[src/rtl/poly_mixer_pkg.sv]
// Shared types and width helpers for the polyphonic voice mixer.
package poly_mixer_pkg;

  typedef enum logic [1:0] {
    IDLE  = 2'd0,
    ACCUM = 2'd1,
    SCALE = 2'd2,
    HOLD  = 2'd3
  } state_t;

  localparam int OVERRUN_W = 16;

  // Accumulator headroom: one extra bit per doubling of the voice count.
  function automatic int acc_w(input int audio_w, input int num_voices);
    return audio_w + $clog2(num_voices);
  endfunction

  function automatic int cnt_w(input int num_voices);
    return $clog2(num_voices + 1);
  endfunction

endpackage

[src/rtl/poly_voice_mixer_sat_shift.sv]
// Combinational arithmetic right shift (floor) followed by signed saturation
// from IN_W bits down to OUT_W bits.
module sat_shift #(
  parameter int IN_W  = 35,
  parameter int OUT_W = 24,
  parameter int SH_W  = 8
) (
  input  logic [IN_W-1:0]  din,
  input  logic [SH_W-1:0]  shamt,
  output logic [OUT_W-1:0] dout
);

  localparam logic signed [IN_W-1:0] MAX_V = {{(IN_W-OUT_W+1){1'b0}}, {(OUT_W-1){1'b1}}};
  localparam logic signed [IN_W-1:0] MIN_V = ~MAX_V;

  logic signed [IN_W-1:0] shifted;

  always_comb begin
    shifted = $signed(din) >>> shamt;
    if (shifted > MAX_V) begin
      dout = MAX_V[OUT_W-1:0];
    end else if (shifted < MIN_V) begin
      dout = MIN_V[OUT_W-1:0];
    end else begin
      dout = shifted[OUT_W-1:0];
    end
  end

endmodule

[src/rtl/poly_voice_mixer.sv]
// Polyphonic mixer: snapshots all voices, sums the active ones one per clock,
// then shifts/saturates onto a valid/ready stream. Option: POLY_MIXER_AUTOSCALE_EN.
//
// Handshakes: a snapshot is taken on a cycle with in_valid & in_ready; a result
// is consumed on a cycle with out_valid & out_ready. Neither valid/ready depends
// combinationally on the partner's signal, and mix_out/active_count stay stable
// while out_valid is high.
module poly_voice_mixer
  import poly_mixer_pkg::*;
#(
  parameter int NUM_VOICES  = 8,
  parameter int AUDIO_WIDTH = 32,
  parameter int OUT_WIDTH   = 24,
  parameter int SHIFT       = 8
) (
  input  logic                              clk,
  input  logic                              rst_n,
  input  logic [NUM_VOICES*AUDIO_WIDTH-1:0] voices_in,
  input  logic [NUM_VOICES-1:0]             note_on,
  input  logic                              in_valid,
  output logic                              in_ready,
  output logic [OUT_WIDTH-1:0]              mix_out,
  output logic                              out_valid,
  input  logic                              out_ready,
  output logic [cnt_w(NUM_VOICES)-1:0]      active_count,
  output logic [OVERRUN_W-1:0]              overrun_count
);

  localparam int ACC_W = acc_w(AUDIO_WIDTH, NUM_VOICES);
  localparam int CNT_W = cnt_w(NUM_VOICES);
  localparam int IDX_W = $clog2(NUM_VOICES);
  localparam int SH_W  = 8;

  state_t state, state_nx;

  logic [NUM_VOICES*AUDIO_WIDTH-1:0] snap_voices;
  logic [NUM_VOICES-1:0]             snap_mask;
  logic signed [ACC_W-1:0]           acc;
  logic [IDX_W-1:0]                  idx;
  logic [AUDIO_WIDTH-1:0]            cur_voice;
  logic                              cur_on;
  logic [CNT_W-1:0]                  pop;
  logic [SH_W-1:0]                   shamt;
  logic [OUT_WIDTH-1:0]              scaled;

  always_ff @(posedge clk or negedge rst_n) begin
    if (!rst_n) begin
      state <= IDLE;
    end else begin
      state <= state_nx;
    end
  end

  always_comb begin
    state_nx  = state;
    in_ready  = 1'b0;
    out_valid = 1'b0;
    case (state)
      IDLE: begin
        in_ready = 1'b1;
        if (in_valid) state_nx = ACCUM;
      end
      ACCUM: begin
        if (idx == IDX_W'(NUM_VOICES - 1)) state_nx = SCALE;
      end
      SCALE: state_nx = HOLD;
      HOLD: begin
        out_valid = 1'b1;
        if (out_ready) state_nx = IDLE;
      end
      default: state_nx = IDLE;
    endcase
  end

  // Voice select mux; idx never exceeds NUM_VOICES-1 so unused codes give zero.
  always_comb begin
    cur_voice = '0;
    cur_on    = 1'b0;
    for (int k = 0; k < NUM_VOICES; k++) begin
      if (idx == IDX_W'(k)) begin
        cur_voice = snap_voices[k*AUDIO_WIDTH +: AUDIO_WIDTH];
        cur_on    = snap_mask[k];
      end
    end
  end

  always_comb begin
    pop = '0;
    for (int k = 0; k < NUM_VOICES; k++) begin
      pop = pop + CNT_W'(snap_mask[k]);
    end
  end

`ifdef POLY_MIXER_AUTOSCALE_EN
  logic [SH_W-1:0] log_pop;

  // ceil(log2(max(pop,1))): the largest c with pop > 2^(c-1).
  always_comb begin
    log_pop = '0;
    for (int c = 1; c <= CNT_W; c++) begin
      if (int'(pop) > (1 << (c - 1))) log_pop = SH_W'(c);
    end
  end

  assign shamt = SH_W'(SHIFT) + log_pop;
`else
  assign shamt = SH_W'(SHIFT);
`endif

  sat_shift #(
    .IN_W  (ACC_W),
    .OUT_W (OUT_WIDTH),
    .SH_W  (SH_W)
  ) u_sat_shift (
    .din   (acc),
    .shamt (shamt),
    .dout  (scaled)
  );

  always_ff @(posedge clk or negedge rst_n) begin
    if (!rst_n) begin
      snap_voices  <= '0;
      snap_mask    <= '0;
      acc          <= '0;
      idx          <= '0;
      mix_out      <= '0;
      active_count <= '0;
    end else begin
      case (state)
        IDLE: begin
          if (in_valid) begin
            snap_voices <= voices_in;
            snap_mask   <= note_on;
            acc         <= '0;
            idx         <= '0;
          end
        end
        ACCUM: begin
          if (cur_on) begin
            acc <= acc + {{(ACC_W-AUDIO_WIDTH){cur_voice[AUDIO_WIDTH-1]}}, cur_voice};
          end
          idx <= idx + IDX_W'(1);
        end
        SCALE: begin
          mix_out      <= scaled;
          active_count <= pop;
        end
        default: ;
      endcase
    end
  end

  always_ff @(posedge clk or negedge rst_n) begin
    if (!rst_n) begin
      overrun_count <= '0;
    end else if (in_valid && !in_ready && (overrun_count != {OVERRUN_W{1'b1}})) begin
      overrun_count <= overrun_count + OVERRUN_W'(1);
    end
  end

endmodule

[config.mk]
export PLATFORM = sky130hd
export DESIGN_NAME = poly_voice_mixer
export DESIGN_NICKNAME = d
export VERILOG_FILES = /design/src/rtl/poly_mixer_pkg.sv /design/src/rtl/poly_voice_mixer_sat_shift.sv /design/src/rtl/poly_voice_mixer.sv
export SDC_FILE = /design/constraint.sdc
export NUM_CORES = 1
export LEC_CHECK = 0
export CAP_MARGIN = 20
export CORE_ASPECT_RATIO = 1.2
export CORE_MARGIN = 2
export CORE_UTILIZATION = 53
export DETAILED_ROUTE_END_ITERATION = 8
export GPL_TIMING_DRIVEN = 0
export PLACE_DENSITY = 0.84
export SLEW_MARGIN = 10
export SYNTH_ARGS = -nofsm -noshare
export SYNTH_HDL_FRONTEND = slang
export SYNTH_SLANG_ARGS = --single-unit
[constraint.sdc]
create_clock -name clk -period 5 [get_ports clk]
set_input_delay 0.5 -clock clk [delete_from_list [all_inputs] [get_ports clk]]
set_output_delay 0.5 -clock clk [all_outputs]
set_load 0.05 [all_outputs]
==> impl_metrics.tcl, run 1 <==
set metrics [dict create \
    start_util_pct 53.62 \
    yosys.area.top_type_share_pct 50.50 \
    grt_pass1_vias 14340 \
    yosys-top-cells-count "dfrtp_1 (348), mux2_2 (268), nand2_1 (131)" \
    synth-seq-area-share_pct 50.50 \
    regArea_um2 8711 \
    die_w_um 168.7 \
    path_buf_inv 5 \
    fill_cells 2148 \
    antenna_found_initial 10 \
    drv_slew 0 \
    ant_nets 0 \
    placed_area_um2 20970 \
    slew_headroom_pct 44.56 \
    post_layout_nonfiller_instances 2338 \
    fin_crit_sh_pct 98.32 \
    ys.flop_type "dfrtp_1" \
    drive_gt1_share_pct 23.61 \
    dp_hpwl_mm 38.76 \
    skew_ps 22.76 \
    grt_start_max_net_pins 115 \
    root_buffer "clkbuf_16" \
    post_drt_wl_per_cell_um 22.46 \
    p_leak_nw 9.725 \
    fin_area_um2 23080 \
    synth_edf_count 0 \
    grtUsageTotal_pct 29.60 \
    synth_fp_nets 1844 \
    netlist_top_cells_area "dfrtp_1 (51%), mux2_2 (18%), ha_1 (3.5%)" \
    cts.clk_slew.worst_paths_ps 60 \
    end_kind "flop" \
    rows 72 \
    die_h_um 201.6 \
    multi_input_area_um2 8451 \
    yosys_register_bits 348 \
    slowest_delay_ps 380 \
    cts_tree "done" \
    vias 13910 \
    tns_ps 0 \
    clock_latency_ps 540 \
    worst_slew_pin_slew_ps 831.6 \
    yosysMostFrequentCell "dfrtp_1" \
    place_congestion 0.9226 \
    period_minus_slack_ps 4916 \
    arrival_ps 5330 \
    syn_avg_cell_area_um2 11.32 \
    outcome "completed" \
    yosys_warnings 0 \
    clock_sinks 348 \
    hold_class "input pin to async pin" \
    ys_types 62 \
    slowest_stage "dfrtp_1" \
    path_cells "inv_2 > ha_4 > buf_8 > nor3b_4 > buf_6 > buf_12 > a221oi_2 > o311ai_2 > o21ai_1 > o211ai_1 > o21ai_1 > o21ai_1 > ha_1 > buf_4 > o21ai_0 > o21ai_1 > and3_1 > nor3_4 > a21oi_4 > a31o_4 > a211oi_4 > mux2i_1 > a221o_1" \
    core_area_um2 32160 \
    cts_inserted_buffers 37 \
    first_pass_iters 5 \
    path_class "flop to flop" \
    dieArea_um2 34000 \
    clk_path_buf_depth 3 \
    h-tree-depth 2 \
    syn_to_final_growth_pct 33.84 \
    drtIter0Drc 788 \
    timing.hold.ws_ps 481.6 \
    synth_cells 1523 \
    hold_viol_final 0 \
    dp.cells 2246 \
    wl_mm 52.50 \
    total_power_mw 17.23 \
    ios 314 \
    synth-async-reset-ratio_pct 100.0 \
    grt_pass1_wl_mm 77.92 \
    io_buffer_count 313 \
    start_kind "flop" \
    finalNetCount 2216 \
    fmax_ghz 0.2034 \
    peakVddDrop_mv 0.3591 \
    yosys.area.top_type "dfrtp_1" \
    routed_via_density 5.950 \
    worstPathMaxFanout 7 \
    grt_overflow 0 \
    crit_top_cell "o21ai_1" \
    synthesis.area_um2 17240 \
    powerDensity_nw_per_um2 746.5 \
    crit_family "compound AO/OA/AOI/OAI gates" \
    drc 0 \
    cp_data_required_time_ps 5410 \
    setup_viol 0 \
    rsz0062_at_grt "true" \
    maxCapViolations 0 \
]
==> state kept, by name (all words and copies together) (netlist names) <==
register / flops
active_count: 4
mix_out: 24
snap_mask: 8
snap_voices: 256
state: 2
acc: 35
idx: 3
overrun_count: 16
==> path summary, 6_finish.rpt <==
path	endpoint	start	slack [ps]	depth (start not counted)
setup / recovery	acc[33]$_DFFE_PN0P_	idx[1]$_DFFE_PN0P_	80	23
hold / removal	snap_voices[56]$_DFFE_PN0P_	rst_n	480	2
setup reg to reg	acc[33]$_DFFE_PN0P_	idx[1]$_DFFE_PN0P_	80	23
hold reg to reg	acc[3]$_DFFE_PN0P_	acc[3]$_DFFE_PN0P_	490	2
max in group asynchronous	snap_voices[138]$_DFFE_PN0P_	rst_n	3180	4
min in group clk	acc[3]$_DFFE_PN0P_	acc[3]$_DFFE_PN0P_	490	2
==> per-stage QoR <==
| step | worst slack, ps | utilization (%) |
|---|---|---|
| after floorplan | 433.4 | - |
| after global placement | -11280 | 64.94 |
| after detailed placement | -1117 | 65.22 |
| after CTS | 2.024 | 69.98 |
| after global routing | -158.7 | 71.76 |
| final | 83.82 | 71.76 |
==> routing by layer <==
| layer | track usage, % | up-vias | part of all wire (%) |
|---|---|---|---|
| met5 | 0 | - | 0.057 |
| met4 | 13.89 | 4 | 4.6 |
| met3 | 4.996 | 155 | 5.4 |
| met2 | 52.05 | 490 | 52 |
| met1 | 35.29 | 6939 | 38 |
| li1 | - | 6322 | - |
==> worst reg2reg max path: stages, from the launching register on <==
cell and delay [ps]:
dfrtp_1 380, inv_2 80, ha_4 170, buf_8 130, nor3b_4 280, buf_6 210, buf_12 150, a221oi_2 70
o311ai_2 220, o21ai_1 130, o211ai_1 240, o21ai_1 100, o21ai_1 140, ha_1 270, buf_4 160, o21ai_0 300
o21ai_1 170, and3_1 270, nor3_4 290, a21oi_4 120, a31o_4 260, a211oi_4 260, mux2i_1 110, a221o_1 260
==> layout by cell type (no fill, tap or decap), types with 5 or more instances in the layout <==
cell type / instances
a22o_1: 29
nor2b_1: 5
diode_2: 8
o211ai_1: 37
mux2_2: 268
clkbuf_16: 41
o311ai_0: 8
o22ai_1: 26
xnor2_1: 26
ha_1: 32
clkinv_2: 8
o21ai_1: 51
a21o_1: 21
inv_1: 50
xor2_1: 17
a21oi_1: 32
clkbuf_1: 67
nor2_1: 87
o311ai_1: 17
o311ai_2: 5
o21ai_0: 55
clkbuf_8: 11
dfrtp_1: 346
clkbuf_2: 10
buf_4: 23
a221oi_1: 29
clkdlybuf4s50_1: 312
ha_4: 12
o21a_1: 6
and3_1: 7
o21ai_2: 9
nand2_1: 130
nand2b_1: 6
nand4_1: 6
nand3_1: 9
nor3_1: 9
==> cell type report <==
cell class	instances	area share, %
buffer	90	1.930
sequential	348	37.74
timing repair buffer	340	14.91
inverter	52	0.8457
clock inverter	14	0.7698
clock buffer	53	4.890
tap	407	2.206
antenna	8	0.08674
multi-input combinational	1026	36.62
==> power by group <==
part	internal [mW]	switching, mW
registers	4.13	0.837
clock network	1.78	1.15
logic	4.31	5.02
total	10.2	7.01
==> kinds of logic (layout without fill, tap and decap cells) <==
group | after synthesis | count (layout) | synth area share [%]
compound gates | 377 | 377 | 15.23
xor+xnor | 43 | 43 | 2.184
other cells | 0 | 8 | 0
fa+ha+maj | 53 | 53 | 4.063
simple gates | 282 | 282 | 7.096
buf+inv | 149 | 549 | 3.251
mux | 271 | 271 | 17.68
flops | 348 | 348 | 50.50
==> what timing repair did <==
item | 4_1_cts | 5_1_grt
resized for setup | 76 | 157
pin swaps | 11 | 73
hold buffers | 1 | 0
endpoints found under the hold margin | 52 | 0
setup buffers | 9 | 12
endpoints found under the setup margin | 27 | 20
cloned | 0 | 2
Power figures use the tool's default switching activity.
==> inputs of run 2 (changes only) <==
SETUP_SLACK_MARGIN = 0.2   (was default)
==> run 2 against run 1 <==
Via count grew 1.3%. Cell count grew 1.2%. Clock-buffer cell count is the same. Maximum frequency grew 1.7%. First-iteration DRC count grew 1.3%. Total power grew 1.6%. Routed wire length grew 0.82%. Critical path depth shrank 1. Clock skew shrank 3.9 ps. Combinational power grew 3.0%. Largest cell class unchanged. Highest routed layer unchanged.
==> impl_metrics.tcl, run 2 (synthesis gave the netlist of run 1 again) <==
set metrics [dict create \
    peakVddDrop_mv 0.4005 \
    grt-busiest-layer "met2" \
    rsz0062_at_grt "true" \
    fin_crit_sh_pct 96.64 \
    timing.hold.ws_ps 476.0 \
    root_buffer "clkbuf_16" \
    regArea_um2 8711 \
    switching_share_pct 40.61 \
    met2_usage_pct 53.19 \
    place_congestion 0.9226 \
    rr_worst_depth 22 \
    drive_gt1_share_pct 25.27 \
    finalNetCount 2244 \
    hold_viol_final 0 \
    drtIter0Drc 798 \
    clk_path_buf_depth 3 \
    final_common_cell "dfrtp_1" \
    multi_input_area_um2 8426 \
    period_minus_slack_ps 4832 \
    wl_mm 52.93 \
    dp_hpwl_mm 38.76 \
    post_drt_wl_per_cell_um 22.37 \
    cell_internal_pwr_mw 10.39 \
    combPwrFrac_pct 54.9 \
    skew_ps 18.83 \
    io_buffer_count 313 \
    h-tree-depth 2 \
    slew_headroom_pct 43.76 \
    grt_overflow 0 \
    setup_viol 0 \
    seq_power_share_pct 28.4 \
    clock_sinks 348 \
    start_util_pct 53.62 \
    outcome "completed" \
    end_kind "flop" \
    cp-startpoint "idx[1]$_DFFE_PN0P_" \
    p_clk_share_pct 16.7 \
    crit_end "acc[27]$_DFFE_PN0P_" \
    worstReg2RegStart "idx[1]$_DFFE_PN0P_" \
    p_leak_nw 9.900 \
    cts.clk_slew.worst_paths_ps 60 \
    grt_pass1_vias 14640 \
    routed_via_density 5.953 \
    vias 14090 \
    start_kind "flop" \
    cp_data_required_time_ps 5410 \
    grt_pass1_wl_mm 79.59 \
    die_h_um 201.6 \
    die_w_um 168.7 \
    reg2reg_slack_ps 170 \
    p_sw_mw 7.107 \
    cts_tree "done" \
    largest-register "snap_voices" \
    powerDensity_nw_per_um2 749.6 \
    layout_common_cells "dfrtp_1 (346), clkdlybuf4s50_1 (312), mux2_2 (268)" \
    rows 72 \
    grt_start_max_net_pins 115 \
    syn_to_final_growth_pct 35.37 \
    dieArea_um2 34000 \
    fill_cells 2108 \
    ios 314 \
    ant_nets 0 \
    grtUsageMet3_pct 5.330 \
    grtUsageTotal_pct 30.20 \
    grt_util_met1_pct 35.74 \
    drc 0 \
    largest_register_ffs 256 \
    antenna_found_initial 9 \
    worst_slew_pin_slew_ps 843.6 \
    clock_latency_ps 530 \
    r2r-end "acc[27]$_DFFE_PN0P_" \
    fmax_ghz 0.2070 \
    path_class "flop to flop" \
    hold_class "input pin to async pin" \
    tns_ps 0 \
    maxCapViolations 0 \
    drv_slew 0 \
    core_area_um2 32160 \
    cts_inserted_buffers 37 \
    worstPathMaxFanout 5 \
    reg_top3 "snap_voices (256), acc (35), mix_out (24)" \
    first_pass_iters 5 \
    arrival_ps 5240 \
]
run 2: changes by cell type in the layout (fill, tap and decap cells not counted), sizes merged:
cell	change
buf	+16
clkbuf	+12
run 2: power by group through the flow:
stage	sequential, mW	combinational [mW]	clock [mW]
after floorplan	5.03	5.44	0
after global placement	4.84	7.78	0
after detailed placement	4.91	8.05	0
after CTS	4.90	8.92	2.94
after global routing	5.08	10.3	3.05
final	4.97	9.61	2.92
run 2: stage by stage:
| step | cell area [um2] | util, % | instances | setup WS (ps) | total power, mW |
|---|---|---|---|---|---|
| 6_report | 23340 | 72.58 | 2366 | 167.9 | 17.50 |
| 3_5_place_dp | 20970 | 65.22 | 2246 | -1117 | 12.96 |
| 5_1_grt | 23340 | 72.56 | 2364 | -63.43 | 18.47 |
| 2_1_floorplan | 17240 | - | 1523 | 433.4 | 10.47 |
| 4_1_cts | 22940 | 71.32 | 2344 | 192.1 | 16.76 |
| 3_3_place_gp | 20890 | 64.94 | 2243 | -11280 | 12.62 |
run 2: layout make-up:
class | count | area share, %
inverters | 52 | 0.8362
clock buffers | 53 | 4.835
clock inverters | 14 | 0.7611
diodes | 8 | 0.08576
flip-flops and latches | 348 | 37.32
repair buffers | 361 | 15.49
plain buffers | 97 | 2.401
well taps | 407 | 2.182
multi-input cells | 1026 | 36.10
run 2: worst min path at each step:
stage                                         to  slack [ps]  depth (start not counted)
finish               snap_voices[24]$_DFFE_PN0P_         480                          2
CTS                           acc[3]$_DFFE_PN0P_         490                          2
global route        snap_voices[217]$_DFFE_PN0P_         510                          1
floorplan                     acc[0]$_DFFE_PN0P_         200                          0
global placement              acc[3]$_DFFE_PN0P_         470                          2
detailed placement   snap_voices[24]$_DFFE_PN0P_         460                          1
run 2: timing repair:
| item | in CTS | in global routing |
|---|---|---|
| gates resized for setup | 175 | 96 |
| endpoints found under the setup margin | 29 | 20 |
| gates cloned | 3 | 1 |
| pin swaps | 56 | 96 |
| hold buffers | 1 | 0 |
| setup buffers | 27 | 13 |
| endpoints found under the hold margin | 52 | 0 |
run 2: critical path, stage by stage (launching register included):
cell and delay (ps):
dfrtp_1 390, inv_2 80, ha_4 170, buf_8 120, nor3b_4 280, buf_6 200, buf_8 140, a221oi_4 70
o311ai_2 350, o21ai_1 140, o211ai_1 240, o21ai_1 130, o21ai_1 180, ha_1 300, a21o_1 180, a221o_1 290
and4_4 170, o311ai_4 340, a21oi_4 140, o41ai_4 340, o21ai_1 130, xor2_1 150, a22o_1 180
run 2: layer usage:
metal	vias to the layer above	wire length, um	share of wire, %
met4	4	2563	4.8
met5	-	22	0.042
met2	560	27270	52
met3	162	3029	5.7
met1	7000	20040	38
li1	6359	-	-
==> inputs of run 3 (changes only) <==
SLEW_MARGIN = 20   (was 10)
==> run 3 against run 2 <==
Via count barely moved. Highest routed layer unchanged. Largest power group unchanged. Setup slack got worse by 1.7 ps. Sequential share of layout area is 0.19 points higher.
==> impl_metrics.tcl, run 3 (synthesis gave the netlist of run 1 again) <==
set metrics [dict create \
    slowest_stage "dfrtp_1" \
    finalNetCount 2243 \
    fin_crit_sh_pct 96.68 \
    clock_sinks 348 \
    maxCapViolations 0 \
    powerDensity_nw_per_um2 746.9 \
    die_w_um 168.7 \
    p_leak_nw 9.836 \
    cp_data_required_time_ps 5400 \
    slew_headroom_pct 43.89 \
    post_layout_nonfiller_instances 2361 \
    timing.final.ws_setup_ps 166.2 \
    grtUsageTotal_pct 30.74 \
    first_pass_iters 5 \
    post_drt_wl_per_cell_um 22.59 \
    hold_viol_final 0 \
    cp-startpoint "idx[1]$_DFFE_PN0P_" \
    clock_latency_ps 530 \
    start_kind "flop" \
    ios 314 \
    slowest_delay_ps 420 \
    placed_area_um2 20970 \
    syn_to_final_growth_pct 34.68 \
    rr_worst_depth 23 \
    grt_pass1_wl_mm 81.01 \
    drc 0 \
    largest_register_ffs 256 \
    r2r-end "acc[27]$_DFFE_PN0P_" \
    dp_hpwl_mm 38.82 \
    worstReg2RegStart "idx[1]$_DFFE_PN0P_" \
    root_buffer "clkbuf_16" \
    crit_family "compound AO/OA/AOI/OAI gates" \
    worstPathMaxFanout 6 \
    final_common_cell "dfrtp_1" \
    layout_common_cells "dfrtp_1 (346), clkdlybuf4s50_1 (312), mux2_2 (268)" \
    outcome "completed" \
    reg2reg_slack_ps 170 \
    regArea_um2 8711 \
    grt_pass1_vias 14750 \
    wl_mm 53.34 \
    path_cells "inv_2 > ha_4 > buf_8 > nor3b_4 > buf_6 > buf_6 > clkbuf_16 > a221oi_4 > o311ai_2 > o21ai_1 > o211ai_1 > o21ai_1 > o21ai_1 > ha_1 > and2_4 > a221o_1 > and4_4 > o311ai_4 > a21oi_4 > o41ai_4 > o21ai_1 > xor2_1 > a22o_1" \
    path_buf_inv 5 \
    cts_inserted_buffers 37 \
    end_kind "flop" \
    clk_path_buf_depth 3 \
    rsz0062_at_grt "true" \
    ant_nets 0 \
    place_congestion 0.9226 \
    dp_slack_ps -1094 \
    fin_area_um2 23220 \
    dp.cells 2246 \
    h-tree-depth 2 \
    grt_overflow 0 \
    drtIter0Drc 783 \
    cts_tree "done" \
    rows 72 \
    dieArea_um2 34000 \
    drive_gt1_share_pct 24.87 \
    crit_top_cell "o21ai_1" \
    timing.hold.ws_ps 488.5 \
    multi_input_area_um2 8419 \
    fill_cells 2160 \
    crit_end "acc[27]$_DFFE_PN0P_" \
    cts.clk_slew.worst_paths_ps 60 \
    largest-register "snap_voices" \
    reg_top3 "snap_voices (256), acc (35), mix_out (24)" \
    arrival_ps 5240 \
    vias 14090 \
    io_buffer_count 313 \
    setup_viol 0 \
    worst_slew_pin_slew_ps 841.7 \
    grt_start_max_net_pins 105 \
    routed_via_density 5.966 \
    skew_ps 18.08 \
    peakVddDrop_mv 0.4301 \
    antenna_found_initial 10 \
    die_h_um 201.6 \
    drv_slew 0 \
    start_util_pct 53.62 \
    path_class "flop to flop" \
    cp.depth 23 \
    period_minus_slack_ps 4834 \
    hold_class "flop to flop" \
    fmax_ghz 0.2069 \
    core_area_um2 32160 \
]
run 3: cell type report:
class	instances	area share, %
clock inverters	9	0.4472
inverters	52	0.8404
well taps	407	2.193
multi-input cells	1026	36.25
plain buffers	97	2.424
repair buffers	360	15.43
diodes	8	0.08620
clock buffers	54	4.822
flip-flops and latches	348	37.51
run 3: metal layers:
layer	vias up	track usage [%]	share of wire [%]
li1	6349	-	-
met1	7028	36.50	38
met2	550	55.02	52
met3	155	4.662	5.5
met4	4	13.58	4.5
met5	-	0	0.051
run 3: report_power, final:
part           switching, mW  internal, mW  total [mW]  leakage (nW)
Sequential             0.842          4.13        4.97          4.22
Combinational           5.10          4.48        9.59          5.01
Clock                   1.13          1.65        2.79         0.608
run 3: worst reg2reg max path, cell delays in order (launching register included):
cell,delay (ps)
dfrtp_1,420
inv_2,90
ha_4,180
buf_8,130
nor3b_4,190
buf_6,190
buf_6,150
clkbuf_16,150
a221oi_4,60
o311ai_2,230
o21ai_1,120
o211ai_1,210
o21ai_1,110
o21ai_1,170
ha_1,320
and2_4,190
a221o_1,310
and4_4,170
o311ai_4,340
a21oi_4,130
o41ai_4,370
o21ai_1,130
xor2_1,170
a22o_1,190
run 3: worst min-delay path by stage:
stage | depth (start not counted) | from | endpoint
after floorplan | 0 | rst_n | acc[0]$_DFFE_PN0P_
final | 2 | acc[3]$_DFFE_PN0P_ | acc[3]$_DFFE_PN0P_
after global placement | 2 | acc[3]$_DFFE_PN0P_ | acc[3]$_DFFE_PN0P_
after detailed placement | 2 | acc[3]$_DFFE_PN0P_ | acc[3]$_DFFE_PN0P_
after global routing | 1 | snap_voices[217]$_DFFE_PN0P_ | snap_voices[217]$_DFFE_PN0P_
after CTS | 2 | acc[3]$_DFFE_PN0P_ | acc[3]$_DFFE_PN0P_
run 3: metrics by stage:
step | TNS (ps) | util (%) | total power [mW]
after floorplan | 0 | - | 10.47
after global placement | -3934010 | 64.94 | 12.62
after detailed placement | -18640 | 65.22 | 12.96
after CTS | 0 | 70.98 | 16.59
after global routing | -116.4 | 72.21 | 18.36
final | 0 | 72.21 | 17.35
run 3: what timing repair did:
item | in CTS | in global routing
hold endpoints to repair | 69 | 0
gates cloned | 2 | 1
hold buffers | 1 | 0
setup endpoints to repair | 29 | 20
setup buffers | 25 | 15
pin swaps | 50 | 87
resized for setup | 161 | 93
